File: src/rtl/quasar_pkg.sv
// Shared types and helpers for the state-vector gate sequencers.
`ifndef FIXED_WIDTH
`define FIXED_WIDTH 16
`endif

package quasar_pkg;

    // Default width of one real or imaginary fixed-point component.
    localparam int FIXED_W = `FIXED_WIDTH;

    typedef enum logic [2:0] {
        IDLE = 3'd0,
        RD0  = 3'd1,
        RD1  = 3'd2,
        CAP  = 3'd3,
        WR0  = 3'd4,
        WR1  = 3'd5,
        DONE = 3'd6
    } seq_state_e;

    typedef struct packed {
        logic [FIXED_W-1:0] re;
        logic [FIXED_W-1:0] im;
    } cplx_t;

    // Address of the |0> member of pair k when the target qubit is t:
    // insert a zero bit at position t into k.
    function automatic logic [31:0] pair_addr(input logic [31:0] k, input logic [31:0] t);
        logic [31:0] low_mask;
        low_mask = (32'd1 << t) - 32'd1;
        return ((k >> t) << (t + 32'd1)) | (k & low_mask);
    endfunction

endpackage

File: src/rtl/pair_index_gen.sv
// Maps a pair counter and target qubit index to the two amplitude addresses
// that differ only in the target bit.
module pair_index_gen
    import quasar_pkg::*;
#(
    parameter int NUM_QUBITS = 4,
    parameter int TGT_W      = 3
) (
    input  logic [NUM_QUBITS-2:0] k,
    input  logic [TGT_W-1:0]      t,
    output logic [NUM_QUBITS-1:0] a0,
    output logic [NUM_QUBITS-1:0] a1
);

    // Zero-insert for a0, then set the target bit for a1.
    always_comb begin
        a0 = NUM_QUBITS'(pair_addr(32'(k), 32'(t)));
        a1 = a0 | NUM_QUBITS'(32'd1 << t);
    end

endmodule

File: src/rtl/qubit_pair_sequencer.sv
// Walks every amplitude pair for one target qubit: reads both amplitudes,
// presents them to the combinational gate stage, writes the results back.
module qubit_pair_sequencer
    import quasar_pkg::*;
#(
    parameter int NUM_QUBITS = 4,
    parameter int DATA_W     = FIXED_W,
    // One extra bit so that out-of-range target indices can be presented and flagged.
    parameter int TGT_W      = $clog2(NUM_QUBITS) + 1
) (
    input  logic                  clk,
    input  logic                  rst_n,
    input  logic                  start,
    input  logic [TGT_W-1:0]      target,
    output logic                  busy,
    output logic                  done,
    output logic                  err,
    output logic                  mem_ren,
    output logic [NUM_QUBITS-1:0] mem_raddr,
    input  logic [DATA_W-1:0]     mem_rd_re,
    input  logic [DATA_W-1:0]     mem_rd_im,
    output logic                  mem_wen,
    output logic [NUM_QUBITS-1:0] mem_waddr,
    output logic [DATA_W-1:0]     mem_wr_re,
    output logic [DATA_W-1:0]     mem_wr_im,
    output logic [DATA_W-1:0]     g0_re,
    output logic [DATA_W-1:0]     g0_im,
    output logic [DATA_W-1:0]     g1_re,
    output logic [DATA_W-1:0]     g1_im,
    input  logic [DATA_W-1:0]     r0_re,
    input  logic [DATA_W-1:0]     r0_im,
    input  logic [DATA_W-1:0]     r1_re,
    input  logic [DATA_W-1:0]     r1_im
);

    localparam int                K_W        = NUM_QUBITS - 1;
    localparam logic [K_W-1:0]    K_LAST     = {K_W{1'b1}};
    localparam logic [TGT_W-1:0]  TGT_LIMIT  = TGT_W'(NUM_QUBITS);

    seq_state_e                state_q, state_d;
    logic [K_W-1:0]            k_q, k_d;
    logic [TGT_W-1:0]          tgt_q, tgt_d;
    logic [DATA_W-1:0]         x0_re_q, x0_re_d, x0_im_q, x0_im_d;
    logic [DATA_W-1:0]         y1_re_q, y1_re_d, y1_im_q, y1_im_d;
    // The g1 registers double as the x1 capture: they load straight from read data.
    logic [DATA_W-1:0]         g0_re_q, g0_re_d, g0_im_q, g0_im_d;
    logic [DATA_W-1:0]         g1_re_q, g1_re_d, g1_im_q, g1_im_d;
    logic                      busy_q, busy_d, done_q, done_d, err_q, err_d;
    logic                      ren_q, ren_d, wen_q, wen_d;
    logic [NUM_QUBITS-1:0]     raddr_q, raddr_d, waddr_q, waddr_d;
    logic [NUM_QUBITS-1:0]     a0_s, a1_s;

    // Addresses for the pair the FSM will be working on next cycle.
    pair_index_gen #(
        .NUM_QUBITS (NUM_QUBITS),
        .TGT_W      (TGT_W)
    ) u_pair_index_gen (
        .k  (k_d),
        .t  (tgt_d),
        .a0 (a0_s),
        .a1 (a1_s)
    );

    // Next-state, counter and datapath capture logic.
    always_comb begin
        state_d = state_q;
        k_d     = k_q;
        tgt_d   = tgt_q;
        x0_re_d = x0_re_q;
        x0_im_d = x0_im_q;
        y1_re_d = y1_re_q;
        y1_im_d = y1_im_q;
        g0_re_d = g0_re_q;
        g0_im_d = g0_im_q;
        g1_re_d = g1_re_q;
        g1_im_d = g1_im_q;
        err_d   = 1'b0;
        case (state_q)
            IDLE: begin
                if (start) begin
                    tgt_d = target;
                    k_d   = '0;
                    if (target >= TGT_LIMIT) begin
                        state_d = DONE;
                        err_d   = 1'b1;
                    end else begin
                        state_d = RD0;
                    end
                end else begin
                    state_d = IDLE;
                end
            end
            RD0: state_d = RD1;
            RD1: begin
                x0_re_d = mem_rd_re;
                x0_im_d = mem_rd_im;
                state_d = CAP;
            end
            CAP: begin
                g0_re_d = x0_re_q;
                g0_im_d = x0_im_q;
                g1_re_d = mem_rd_re;
                g1_im_d = mem_rd_im;
                state_d = WR0;
            end
            WR0: begin
                y1_re_d = r1_re;
                y1_im_d = r1_im;
                state_d = WR1;
            end
            WR1: begin
                if (k_q != K_LAST) begin
                    k_d     = k_q + K_W'(1);
                    state_d = RD0;
                end else begin
                    state_d = DONE;
                end
            end
            DONE:    state_d = IDLE;
            default: state_d = IDLE;
        endcase
    end

    // Output register values derived from the upcoming state.
    always_comb begin
        busy_d  = (state_d != IDLE);
        done_d  = (state_d == DONE);
        ren_d   = (state_d == RD0) || (state_d == RD1);
        wen_d   = (state_d == WR0) || (state_d == WR1);
        raddr_d = raddr_q;
        waddr_d = waddr_q;
        case (state_d)
            RD0:     raddr_d = a0_s;
            RD1:     raddr_d = a1_s;
            WR0:     waddr_d = a0_s;
            WR1:     waddr_d = a1_s;
            default: raddr_d = raddr_q;
        endcase
    end

    // Write data: gate result for a0 is used live, a1 result comes from its latch.
    always_comb begin
        case (state_q)
            WR0: begin
                mem_wr_re = r0_re;
                mem_wr_im = r0_im;
            end
            WR1: begin
                mem_wr_re = y1_re_q;
                mem_wr_im = y1_im_q;
            end
            default: begin
                mem_wr_re = '0;
                mem_wr_im = '0;
            end
        endcase
    end

    // State, counter, datapath and output registers.
    always_ff @(posedge clk or negedge rst_n) begin
        if (!rst_n) begin
            state_q <= IDLE;
            k_q     <= '0;
            tgt_q   <= '0;
            x0_re_q <= '0;
            x0_im_q <= '0;
            y1_re_q <= '0;
            y1_im_q <= '0;
            g0_re_q <= '0;
            g0_im_q <= '0;
            g1_re_q <= '0;
            g1_im_q <= '0;
            busy_q  <= 1'b0;
            done_q  <= 1'b0;
            err_q   <= 1'b0;
            ren_q   <= 1'b0;
            wen_q   <= 1'b0;
            raddr_q <= '0;
            waddr_q <= '0;
        end else begin
            state_q <= state_d;
            k_q     <= k_d;
            tgt_q   <= tgt_d;
            x0_re_q <= x0_re_d;
            x0_im_q <= x0_im_d;
            y1_re_q <= y1_re_d;
            y1_im_q <= y1_im_d;
            g0_re_q <= g0_re_d;
            g0_im_q <= g0_im_d;
            g1_re_q <= g1_re_d;
            g1_im_q <= g1_im_d;
            busy_q  <= busy_d;
            done_q  <= done_d;
            err_q   <= err_d;
            ren_q   <= ren_d;
            wen_q   <= wen_d;
            raddr_q <= raddr_d;
            waddr_q <= waddr_d;
        end
    end

    assign busy      = busy_q;
    assign done      = done_q;
    assign err       = err_q;
    assign mem_ren   = ren_q;
    assign mem_raddr = raddr_q;
    assign mem_wen   = wen_q;
    assign mem_waddr = waddr_q;
    assign g0_re     = g0_re_q;
    assign g0_im     = g0_im_q;
    assign g1_re     = g1_re_q;
    assign g1_im     = g1_im_q;

endmodule

File: config.mk
export PLATFORM = sky130hd
export DESIGN_NAME = qubit_pair_sequencer
export DESIGN_NICKNAME = d
export VERILOG_FILES = /design/src/rtl/quasar_pkg.sv /design/src/rtl/pair_index_gen.sv /design/src/rtl/qubit_pair_sequencer.sv
export SDC_FILE = /design/constraint.sdc
export NUM_CORES = 1
export LEC_CHECK = 0
export BUFFER_PORTS_ARGS = -buffer_cell sky130_fd_sc_hd__buf_2
export CORE_MARGIN = 4
export CORE_UTILIZATION = 40
export CTS_CLUSTER_SIZE = 20
export DETAILED_ROUTE_END_ITERATION = 10
export PLACE_DENSITY = 0.68
export REMOVE_ABC_BUFFERS = 1
export SLEW_MARGIN = 15
export SYNTH_ARGS = -nofsm -noshare
export SYNTH_HDL_FRONTEND = slang
export SYNTH_SLANG_ARGS = --single-unit
File: constraint.sdc
create_clock -name clk -period 2.5 [get_ports clk]
set_input_delay 0.125 -clock clk [delete_from_list [all_inputs] [get_ports clk]]
set_output_delay 0.125 -clock clk [all_outputs]
set_load 0.05 [all_outputs]
# Yosys cells after proc, flatten, opt, wreduce, memory -nomap -nowiden
# Cells that the tools add are included.
[word_totals] in_bits=102 reg_bits=150 wordCells=62 out_inout_bits=109
[op_classes] shift=4 n_mux=16 n_eq_ne=11 bitwise_logic=3 addsub=3 order_cmp=1 n_reduce_logical=6
[ops] operator="case mux 16 bit (2 select lines)" count=2
[ops] operator="<< shifter 32 x 32 -> 4 bit" count=1
[ops] operator="right shift 3 x 3 -> 32 bit" count=1
[ops] operator="2-to-1 mux 3 bit" count=7
[ops] operator="case mux 3 bit (6 select lines)" count=1
[ops] operator="case mux 4 bit (2 select lines)" count=2
[ops] operator="== test 3 bit (second input constant)" count=5
[ops] operator="== test 3 x 2 -> 1 bit (second input constant)" count=3
[ops] operator="OR 4 bit" count=2
[ops] operator="<< shifter 1 x 3 -> 4 bit (first input constant)" count=2
[ops] operator="== test 3 x 1 -> 1 bit (second input constant)" count=2
[ops] operator="case mux 3 bit (2 select lines)" count=1
[ops] operator="adder 3 x 1 -> 4 bit (second input constant)" count=1
[ops] operator="bitwise AND 3 x 4 -> 4 bit" count=1
[ops] operator="nonzero test 2 bit" count=2
[ops] operator="subtractor 4 x 1 -> 4 bit (second input constant)" count=1
[ops] operator="adder 3 x 1 -> 3 bit (second input constant)" count=1
[ops] operator="greater-or-equal comparator 3 bit (second input constant)" count=1
[ops] operator="logical NOT 3 bit" count=1
[ops] operator="2-to-1 mux 1 bit" count=3
[ops] operator="!= test 3 bit (second input constant)" count=1
[ops] operator="nonzero test 3 bit" count=1
[ops] operator="logical OR 1 bit" count=2

# Longest topological paths before layout
# Gate-level depths: netlist of run 1.
[logic_depth] ltp_word=8 depth_mapped=12 mapped_depth_nobuf=11

# Cells and area by module
# From an unflattened synthesis of run 1, not the netlist that was laid out.
[hier_totals] cells_unflattened=449 hier_area_um2=6353.6
[modules_own_cells] module="qubit_pair_sequencer" seq_area_each_um2=3753.6 n_inst=1 cells_each=410 area_per_inst_um2=6085.8
[modules_own_cells] module="pair_index_gen" seq_area_each_um2=0.0 n_inst=1 cells_each=39 area_per_inst_um2=267.8

# Least setup slack after synthesis of run 1
# No wires, ideal clock.
[synth_timing] path_kind="flip-flop to flip-flop" start="reg state_q[2]" end="reg waddr_q[1] (netlist: mem_waddr[1])" required_time_ns=2.418 arrival_ns=2.487 path_buffers=1 slack_ns=-0.069 setup_time_ns=0.082 period_less_slack_ns=2.569 stages_incl_launch_ff=13 cell_sequence="dfrtp_1 > buf_6 > or4b_4 > nand2_1 > and2_1 > inv_1 > ha_1 > ha_1 > inv_1 > nor2_1 > nor4b_1 > a221oi_2 > a31oi_1"
[synth_between] elab_chain_len=8 elab_cells_between_ends=22 cone_classes="add/sub (2); eq/ne (7); shift (4); mux (4); bitwise (3); reduce/logical (2)"
[synth_rtl] element="from (decl)" line="qubit_pair_sequencer.sv:40" text="seq_state_e state_q, state_d;"
[synth_rtl] element="from (signal assigned)" line="qubit_pair_sequencer.sv:181" text="state_q <= state_d;"
[synth_rtl] element="logical NOT 3 bit *" line="qubit_pair_sequencer.sv:78" text="case (state_q)"
[synth_rtl] element="2-to-1 mux 3 bit *" line="qubit_pair_sequencer.sv:78"
[synth_rtl] element="via tgt_d[0]" line="qubit_pair_sequencer.sv:42" text="logic [TGT_W-1:0] tgt_q, tgt_d;"
[synth_rtl] element="branches (longest 5 deep; another with adder 3 x 1 -> 4 bit)"
[synth_rtl] element="case mux 4 bit (2 select lines) *" line="qubit_pair_sequencer.sv:132" text="case (state_d)"
[synth_rtl] element="to (signal assigned)" line="qubit_pair_sequencer.sv:198" text="waddr_q <= waddr_d;"
[synth_rtl] element="to (decl)" line="qubit_pair_sequencer.sv:50" text="logic [NUM_QUBITS-1:0] raddr_q, raddr_d, waddr_q, waddr_d;"
# Mark *: on every way through the listed nets, which the timed path passes.
# A chain may end at the register's enable or synchronous reset.

# Worst setup path in the final report of run 1
[layout_timing] start="reg state_q[2]" end="reg raddr_q[2] (netlist: mem_raddr[2])"
[layout_between] elab_chain_len=8 elab_cells_between_ends=22 cone_classes="add/sub (2); eq/ne (7); shift (4); mux (4); bitwise (3); reduce/logical (2)"
[layout_rtl] element="branches (longest 8 deep; another with right shift 3 x 3 -> 32 bit)"
[layout_rtl] element="to (signal assigned)" line="qubit_pair_sequencer.sv:197" text="raddr_q <= raddr_d;"
[layout_rtl] element="to (decl)" line="qubit_pair_sequencer.sv:50"
# Several ways; the timed one is not identified.

==> flow_summary.yaml, run 1 <==
final_layout:
  drive_above_1_share_pct: 55.4
  syn_to_final_growth_pct: 44.1
  final_area_um2: 9180
  mostFrequentLayoutCell: "buf_2"
  nets: 853
  final_cell_mix: "209 x buf_2, 150 x dfrtp_1, 129 x mux2_2"
  diodes: 0
sta:
  max_freq_ghz: 0.407
  hold_violations: 0
  relSlewSlack_pct: 55.9
  tightest_slew_ns: 0.661
  rsz0062_at_grt: "true"
  holdWs_ns: 0.0654
  drv_slew: 0
  period_share_pct: 98.3
  setup_viol: 0
  layout_setup_ws_ns: 0.0429
  finalCriticalPeriod_ns: 2.46
  fin_tns_setup_ns: 0
  finalClockSkew_ns: 0.0106
power:
  p_comb_share_pct: 52.3
  p_sw_mw: 6.40
  cellLeakagePower_nw: 4.36
  power.density_nw_per_um2: 1560
  power_frac_seq_pct: 30.2
  clkPwrFrac_pct: 17.5
  p_int_mw: 7.90
  ir_drop_mv: 0.915
  switching_share_pct: 44.8
drt:
  drc_errors: 0
  vias: 4764
  antenna_left: 0
  drt-total-wl_mm: 16.3
  via_per_inst: 4.93
  drt_iter0_drc: 182
  dr.pass1.iters: 4
  drt-wirelength-per-cell_um: 16.9
global_routing:
  antenna_found_initial: 0
  grt_use_total_pct: 18.3
  first_global_vias: 5137
  grt_pass1_wl_mm: 26.4
  grt_max_degree: 74
  grt_overflow_total: 0
cts:
  numCtsBuffers: 17
  htree_num_levels: 4
  clock_latency_ns: 0.42
  clkSlewWorstSetupHoldPaths_ns: 0.06
  cts.sinks: 150
  clock-root-buffer: "clkbuf_16"
  max-clock-path-buffers: 2
  cts_tree: "done"
worst_setup_path:
  required_ns: 2.78
  startpoint_type: "flop"
  r2r.worst_path.cells: 11
  worstPathMaxFanout: 4
  cp-end-kind: "flop"
  setup.worst_path.class: "flop to flop"
  worst_ep_arrival_time_ns: 2.74
placement:
  dpl.hpwl_mm: 11.4
  gp_congestion: 0.846
  post_dp_cell_area_um2: 7790
  place.port_buffers: 210
  pre_cts_slack_ns: -0.0506
yosys:
  synth.yosys.seq_area_share_pct: 58.9
  synth_top_cell_by_area: "dfrtp_1"
  yosysWarnings: 0
  async_flop_share_pct: 100
  netlist_area_um2: 6370
  yosysUniqueCellTypes: 52
  yosysTopAreaCellShare_pct: 58.9
  synth_edf_count: 0
  syn_inst: 450
  syn_avg_cell_area_um2: 14.2
  synth.area.top_cells: "dfrtp_1 59%, mux2_2 23%, a22o_1 4.4%"
  ys.flop_type: "dfrtp_1"
  yosys_register_bits: 150
die:
  io-pin-count: 211
  coreArea_um2: 15400
  die-area_um2: 18000
  start_util_pct: 41.3
  die_w_um: 134
  die_h_um: 134
  std_cell_rows: 45
job:
  maxCapViolations: 0
hold_path:
  min_path_type: "input pin to flop"
  whs_path_depth: 3
status:
  status: "finished, final reports clean"
## registers in the layout, summed over array words and instances (netlist names)
register and count:
err 1, g1_re 16, y1_im_q 16, g1_im 16
x0_re_q 16, mem_wen 1, y1_re_q 16, g0_re 16
k_q 3, mem_raddr 4, tgt_q 3, x0_im_q 16
done 1, state_q 3, g0_im 16, mem_ren 1
mem_waddr 4, busy 1
## synth_stat cells (all sizes together) (2+ instances only)
cell type,instances
a21boi,2
a21oi,4
a221oi,2
a22o,32
a31oi,4
and2,3
and3,2
buf,18
clkbuf,8
dfrtp,150
ha,7
inv,13
mux2,129
mux2i,4
nand2,14
nand2b,2
nand3,6
nand3b,2
nor2,13
nor3,2
nor3b,4
nor4b,2
o21ai,2
o22a,2
or2,2
xnor2,2
## kinds of logic (layout without fill, tap and decap cells)
kind of cell	after synthesis	in the layout	synth area share (%)
flops	150	150	58.9
mux	134	134	23.8
simple gates	59	59	5.32
compound gates	58	58	7.50
buf+inv	39	344	2.69
fa+ha+maj	7	7	1.37
xor+xnor	3	3	0.412
## through the flow
stage          utilization, %  total power, mW  instances
2_1_floorplan               -             9.57        424
3_3_place_gp             50.5             11.3        868
3_5_place_dp             50.5             11.4        868
4_1_cts                  58.6             14.1        964
5_1_grt                  59.5             15.1        966
6_report                 59.5             14.3        966
## power by group through the flow
stage | clock network (mW) | logic (mW) | registers, mW
2_1_floorplan | 0 | 3.11 | 6.46
3_3_place_gp | 0 | 6.99 | 4.27
3_5_place_dp | 0 | 7.11 | 4.33
4_1_cts | 2.56 | 7.22 | 4.31
5_1_grt | 2.66 | 7.97 | 4.47
6_report | 2.50 | 7.49 | 4.32
## final cells by class
class	count	area [um2]
clock buffers	19	453
well taps	211	264
inverters	13	48.8
clock inverters	11	126
flip-flops and latches	150	3750
repair buffers	301	1950
fillers	1243	6240
multi-input cells	261	2590
## timing repair
| item | 4_1_cts | 5_1_grt |
|---|---|---|
| hold endpoints to repair | 166 | 0 |
| setup endpoints to repair | 2 | 8 |
| resized for setup | 1 | 23 |
| buffers inserted | 1 | 2 |
| hold buffers | 65 | 0 |
| pin swaps | 1 | 6 |
## worst paths after layout
kind | start | end | slack, ns
setup / recovery | state_q[2] | mem_raddr[2] | 0.04
hold / removal | target[2] | err | 0.07
setup reg to reg | state_q[2] | mem_raddr[2] | 0.04
hold reg to reg | x0_re_q[8] | g0_re[8] | 0.50
max in group asynchronous | rst_n | y1_im_q[2] | 1.49
min in group asynchronous | rst_n | x0_re_q[1] | 0.30
## critical path, cell delays in order (launching register included)
cell and delay [ns]:
dfrtp_1 0.37, buf_4 0.15, nor4b_4 0.32, buf_4 0.16
nand2_1 0.04, and2_4 0.13, buf_4 0.15, ha_4 0.30
mux4_1 0.29, o211a_1 0.16, o22ai_2 0.13, o41ai_1 0.11
## layer usage
layer,wire length (um),track usage (%),vias up
met5,0,0,-
met1,6670,22.3,2307
met2,7780,30.1,204
met3,1450,6.19,30
met4,388,7.52,0
li1,-,-,2223
(Power assumes the default switching activity.)
==> run 2: changes to the inputs <==
- CORE_ASPECT_RATIO: not set -> 0.9
==> flow_summary.yaml, run 2 (synthesis results as in run 1) <==
final_layout:
  syn_to_final_growth_pct: 43.4
  fin_cells: 963
  drive_above_1_share_pct: 55.2
  mostFrequentLayoutCell: "buf_2"
  nets: 857
  final_area_um2: 9140
  fill_cells: 1235
  utilization_pct: 59.0
  final_cell_mix: "209 x buf_2, 150 x dfrtp_1, 129 x mux2_2"
  diodes: 0
worst_setup_path:
  r2r_slack_ns: 0.09
  worst_ep_arrival_time_ns: 2.69
  worst_path_max_delay_cell: "or4b_4"
  startpoint_type: "flop"
  required_ns: 2.78
  crit_path_cell_trace: "or4b_4 -> nand2_1 -> and2_4 -> inv_1 -> ha_2 -> ha_4 -> inv_4 -> nor2_4 -> buf_4 -> a221oi_2 -> a31oi_1"
  cp-end-kind: "flop"
  slowest_delay_ns: 0.56
  worstPathMaxFanout: 4
  setup.worst_path.class: "flop to flop"
cts:
  clock_latency_ns: 0.42
  cts_tree: "done"
  htree_num_levels: 4
  cts.sinks: 150
  max-clock-path-buffers: 2
  clkSlewWorstSetupHoldPaths_ns: 0.06
  numCtsBuffers: 17
  clock-root-buffer: "clkbuf_16"
global_routing:
  first_global_vias: 4931
  grt_max_degree: 67
  grt_use_total_pct: 18.1
  antenna_found_initial: 0
  grt_pass1_wl_mm: 25.7
  grt_overflow_total: 0
sta:
  setup_viol: 0
  drv_slew: 0
  max_freq_ghz: 0.415
  tightest_slew_ns: 0.696
  finalCriticalPeriod_ns: 2.41
  hold_violations: 0
  finalClockSkew_ns: 0.00683
  relSlewSlack_pct: 53.6
  holdWs_ns: 0.0603
  period_share_pct: 96.5
power:
  p_int_mw: 7.82
  p_sw_mw: 6.38
  power_mw: 14.2
  clkPwrFrac_pct: 17.4
  p_comb_share_pct: 52.0
  cellLeakagePower_nw: 4.38
  switching_share_pct: 44.9
  ir_drop_mv: 1.05
  power_frac_seq_pct: 30.6
  power.density_nw_per_um2: 1550
die:
  std_cell_rows: 43
  die_w_um: 141
  die-area_um2: 18000
  coreArea_um2: 15500
  die_h_um: 128
  io-pin-count: 211
  start_util_pct: 41.1
job:
  maxCapViolations: 0
hold_path:
  min_path_type: "input pin to flop"
drt:
  dr.pass1.iters: 4
  via_per_inst: 5.01
  vias: 4820
  antenna_left: 0
  drt_iter0_drc: 204
  drt-wirelength-per-cell_um: 16.8
  drc_errors: 0
  drt-total-wl_mm: 16.2
placement:
  place.port_buffers: 210
  gp_congestion: 0.949
  dp.cells: 857
  dpl.hpwl_mm: 11.1
  post_dp_cell_area_um2: 7760
status:
  status: "finished, final reports clean"
==> run 2: cell types whose count changed in the layout (fill, tap and decap cells not counted), moves of 2 or more <==
cell,change
ha_4,-3
clkinv_4,+3
ha_2,+2
clkinvlp_4,-2
buf_4,+5
mux2i_1,+2
==> run 2: what timing repair did <==
| item | in CTS | in global routing |
|---|---|---|
| hold buffers | 65 | 0 |
| resized for setup | 4 | 13 |
| pin swaps | 7 | 7 |
| endpoints found under the setup margin | 5 | 8 |
| endpoints found under the hold margin | 208 | 0 |
| buffers inserted | 2 | 7 |
==> run 2: per-stage QoR <==
stage / setup slack (ns) / setup TNS (ns)
global route: -0.00752 / -0.00752
global placement: -0.00583 / -0.00583
CTS: 0.00421 / 0
finish: 0.0886 / 0
floorplan: -3.31 / -257.46
detailed placement: -0.0540 / -0.140
==> run 2: metal layers <==
layer | up-vias | track usage [%] | part of all wire, %
li1 | 2235 | - | -
met1 | 2349 | 21.7 | 42
met2 | 211 | 29.7 | 47
met3 | 25 | 6.86 | 9.3
met4 | 0 | 6.55 | 2.3
met5 | - | 0 | 0
==> run 2: worst max-delay path, delay by kind of cell, from the launching register on <==
family          cells  cell delay [ns]
buf+inv             3             0.25
compound gates      2             0.37
flops               1             0.39
simple gates        4             0.82
fa+ha+maj           2             0.42
==> run 2: layout make-up <==
class | count | area (um2) | area share (%)
tap | 202 | 253 | 2.77
multi-input combinational | 261 | 2530 | 27.7
timing repair buffer | 305 | 1970 | 21.5
clock buffer | 20 | 467 | 5.11
sequential | 150 | 3750 | 41.1
inverter | 13 | 51.3 | 0.561
clock inverter | 12 | 116 | 1.27
==> run 2: final timing paths <==
check / start / endpoint / cells past startpoint
max: state_q[0] / mem_waddr[1] / 11
min in group asynchronous: rst_n / g1_re[11] / 2
min reg2reg: g1_re[14] / g1_re[14] / 1
max reg2reg: state_q[0] / mem_waddr[1] / 11
max in group asynchronous: rst_n / y1_re_q[6] / 3
min: target[2] / done / 3
==> run 2: power groups by stage <==
| stage | combinational [mW] | sequential [mW] | clock, mW |
|---|---|---|---|
| after floorplan | 3.11 | 6.46 | 0 |
| after global placement | 6.94 | 4.29 | 0 |
| after detailed placement | 7.05 | 4.36 | 0 |
| after CTS | 7.20 | 4.34 | 2.55 |
| after global routing | 7.84 | 4.48 | 2.65 |
| final | 7.39 | 4.34 | 2.47 |
==> run 3: changes to the inputs <==
--- a/config.mk
+++ b/config.mk
@@ -6,4 +6,5 @@
 export NUM_CORES = 1
 export LEC_CHECK = 0
+export ABC_AREA = 1
 export BUFFER_PORTS_ARGS = -buffer_cell sky130_fd_sc_hd__buf_2
 export CORE_ASPECT_RATIO = 0.9
@@ -12,4 +13,5 @@
 export CTS_CLUSTER_SIZE = 20
 export DETAILED_ROUTE_END_ITERATION = 10
+export MAX_ROUTING_LAYER = met4
 export PLACE_DENSITY = 0.68
 export REMOVE_ABC_BUFFERS = 1
==> constraint.sdc (replaced) <==
create_clock -name clk -period 2.5 [get_ports clk]
set_input_delay 0.75 -clock clk [delete_from_list [all_inputs] [get_ports clk]]
set_output_delay 0.75 -clock clk [all_outputs]
set_load 0.05 [all_outputs]
==> flow_summary.yaml, run 3 <==
sta:
  relSlewSlack_pct: 71.3
  drv_slew: 0
  hold_violations: 0
  tightest_slew_ns: 0.430
  period_share_pct: 97.3
  fin_tns_setup_ns: 0
  setup_viol: 0
  finalClockSkew_ns: 0.00680
  rsz0062_at_grt: "true"
  max_freq_ghz: 0.411
  finalCriticalPeriod_ns: 2.43
die:
  die_w_um: 141
  io-pin-count: 211
  start_util_pct: 41.1
  die-area_um2: 18100
  std_cell_rows: 43
  die_h_um: 128
  coreArea_um2: 15500
yosys:
  netlist_area_um2: 6390
  syn_inst: 660
  synth_edf_count: 0
  synth_common_cells: "211 x nand2_1, 150 x dfrtp_1, 64 x o21ai_0"
  ys.flop_type: "dfrtp_1"
  yosysUniqueCellTypes: 29
  synth.yosys.seq_area_share_pct: 58.7
  yosysTopAreaCellShare_pct: 58.7
  synth_top_cell_by_area: "dfrtp_1"
  synth.area.top_cells: "dfrtp_1 59%, nand2_1 12%, mux2_2 5.6%"
  syn_avg_cell_area_um2: 9.69
  yosysWarnings: 0
  yosys_register_bits: 150
  yosysMostFrequentCell: "nand2_1"
  async_flop_share_pct: 100
worst_setup_path:
  worst_ep_arrival_time_ns: 1.68
  path_buf_inv: 4
  setup.worst_path.class: "flop to primary output"
  required_ns: 1.75
  worstPathMaxFanout: 8
  slowest_delay_ns: 0.39
  crit_path_cell_trace: "buf_6 -> nor2_4 -> nand2_2 -> inv_4 -> buf_6 -> a22o_1 -> buf_6"
  cp_common_cell: "buf_6"
  worst_path_max_delay_cell: "dfrtp_1"
  critical-path-top-delay-family: "buffers and inverters"
  startpoint_type: "flop"
  cp-end-kind: "primary output"
final_layout:
  diodes: 0
  nets: 991
  drive_above_1_share_pct: 36.8
  mostFrequentLayoutCell: "nand2_1"
  fin_cells: 1097
  syn_to_final_growth_pct: 35.9
  final_cell_mix: "210 x nand2_1, 177 x buf_2, 149 x dfrtp_1"
placement:
  gp_congestion: 0.871
  place.port_buffers: 210
  dp.cells: 1058
  dpl.hpwl_mm: 11.1
global_routing:
  grt_overflow_total: 0
  grt_pass1_wl_mm: 26.1
  grt_use_total_pct: 18.5
  antenna_found_initial: 0
  grt_max_degree: 97
  first_global_vias: 5237
cts:
  clock-root-buffer: "clkbuf_16"
  htree_num_levels: 4
  numCtsBuffers: 17
  cts.sinks: 150
  clkSlewWorstSetupHoldPaths_ns: 0.06
  max-clock-path-buffers: 2
  cts_tree: "done"
  hold_buffers: 0
  clock_latency_ns: 0.41
drt:
  drt-total-wl_mm: 16.0
  vias: 5273
  drt_iter0_drc: 246
  antenna_left: 0
  drt-wirelength-per-cell_um: 14.6
  drc_errors: 0
  dr.pass1.iters: 4
  via_per_inst: 4.81
power:
  ir_drop_mv: 1.10
  cellLeakagePower_nw: 4.70
  power.density_nw_per_um2: 1610
  power_mw: 14.0
job:
  maxCapViolations: 0
status:
  status: "finished, final reports clean"
hold_path:
  min_path_type: "input pin to async pin"
run 3: cell count changes after synthesis, sizes merged, moves of 4 or more:
| cell | previous run | this run |
|---|---|---|
| buf | 18 | 14 |
| mux2i | 4 | 0 |
| mux2 | 129 | 32 |
| nand2 | 14 | 218 |
| inv | 13 | 66 |
| nand3 | 6 | 25 |
| nor3b | 4 | 0 |
| clkbuf | 8 | 15 |
| nor2 | 13 | 19 |
| o21ai | 2 | 65 |
run 3: kinds of logic (layout without fill, tap and decap cells):
group | count (synthesis) | in the layout | share of synthesized area [%]
AND/OR/NAND/NOR | 270 | 270 | 18.2
flip-flops | 150 | 150 | 58.7
AO/OA/AOI/OAI | 106 | 106 | 10.4
buffers and inverters | 95 | 330 | 5.71
multiplexers | 32 | 32 | 5.63
adder cells (fa/ha/maj) | 7 | 7 | 1.37
run 3: through the flow:
stage	worst slack [ns]	cell area [um2]	hold WS (ns)	utilization, %
after global routing	-0.0185	8690	0.221	55.9
final	0.0680	8690	0.228	55.9
after detailed placement	0.0330	7780	0.468	50.0
after global placement	0.0997	7780	0.462	50.0
after floorplan	-0.330	6280	0.449	-
after CTS	0.000262	8500	0.216	54.7
run 3: what timing repair did:
item | CTS | global route
gates resized for setup | 37 | 32
pin swaps | 1 | 0
buffers inserted | 1 | 2
gates cloned | 1 | 3
hold endpoints to repair | 0 | 0
endpoints found under the setup margin | 32 | 32
run 3: cell type report:
type / count / area (um2)
multi-input combinational: 415 / 2290
inverter: 66 / 255
timing repair buffer: 232 / 1550
clock inverter: 9 / 119
tap: 202 / 253
clock buffer: 23 / 468
fill: 1365 / 6860
sequential: 150 / 3750
run 3: path summary, 6_finish.rpt:
kind                            startpoint      endpoint  slack (ns)  depth (start not counted)
worst max-delay path            state_q[0]  mem_wr_re[8]        0.07                          7
worst min-delay path                 rst_n   y1_im_q[14]        0.23                          1
worst max register to register  state_q[0]  mem_raddr[2]        0.23                         16
worst min register to register    g1_im[3]      g1_im[3]        0.48                          2
max in group asynchronous            rst_n    state_q[2]        1.69                          2
min in group clk                  g1_im[3]      g1_im[3]        0.48                          2
run 3: per-layer routing:
metal,global-route usage (%),vias up,wire (um)
li1,-,2575,-
met1,23.7,2458,6990
met2,28.1,214,7340
met3,6.27,26,1420
met4,5.81,0,274
met5,-,-,0
run 3: report_power, final:
| group | switching, mW | leakage, nW | internal (mW) |
|---|---|---|---|
| Clock | 0.970 | 0.278 | 1.53 |
| Combinational | 4.99 | 2.58 | 2.20 |
| Sequential | 0.648 | 1.84 | 3.63 |
| Total | 6.61 | 4.70 | 7.35 |
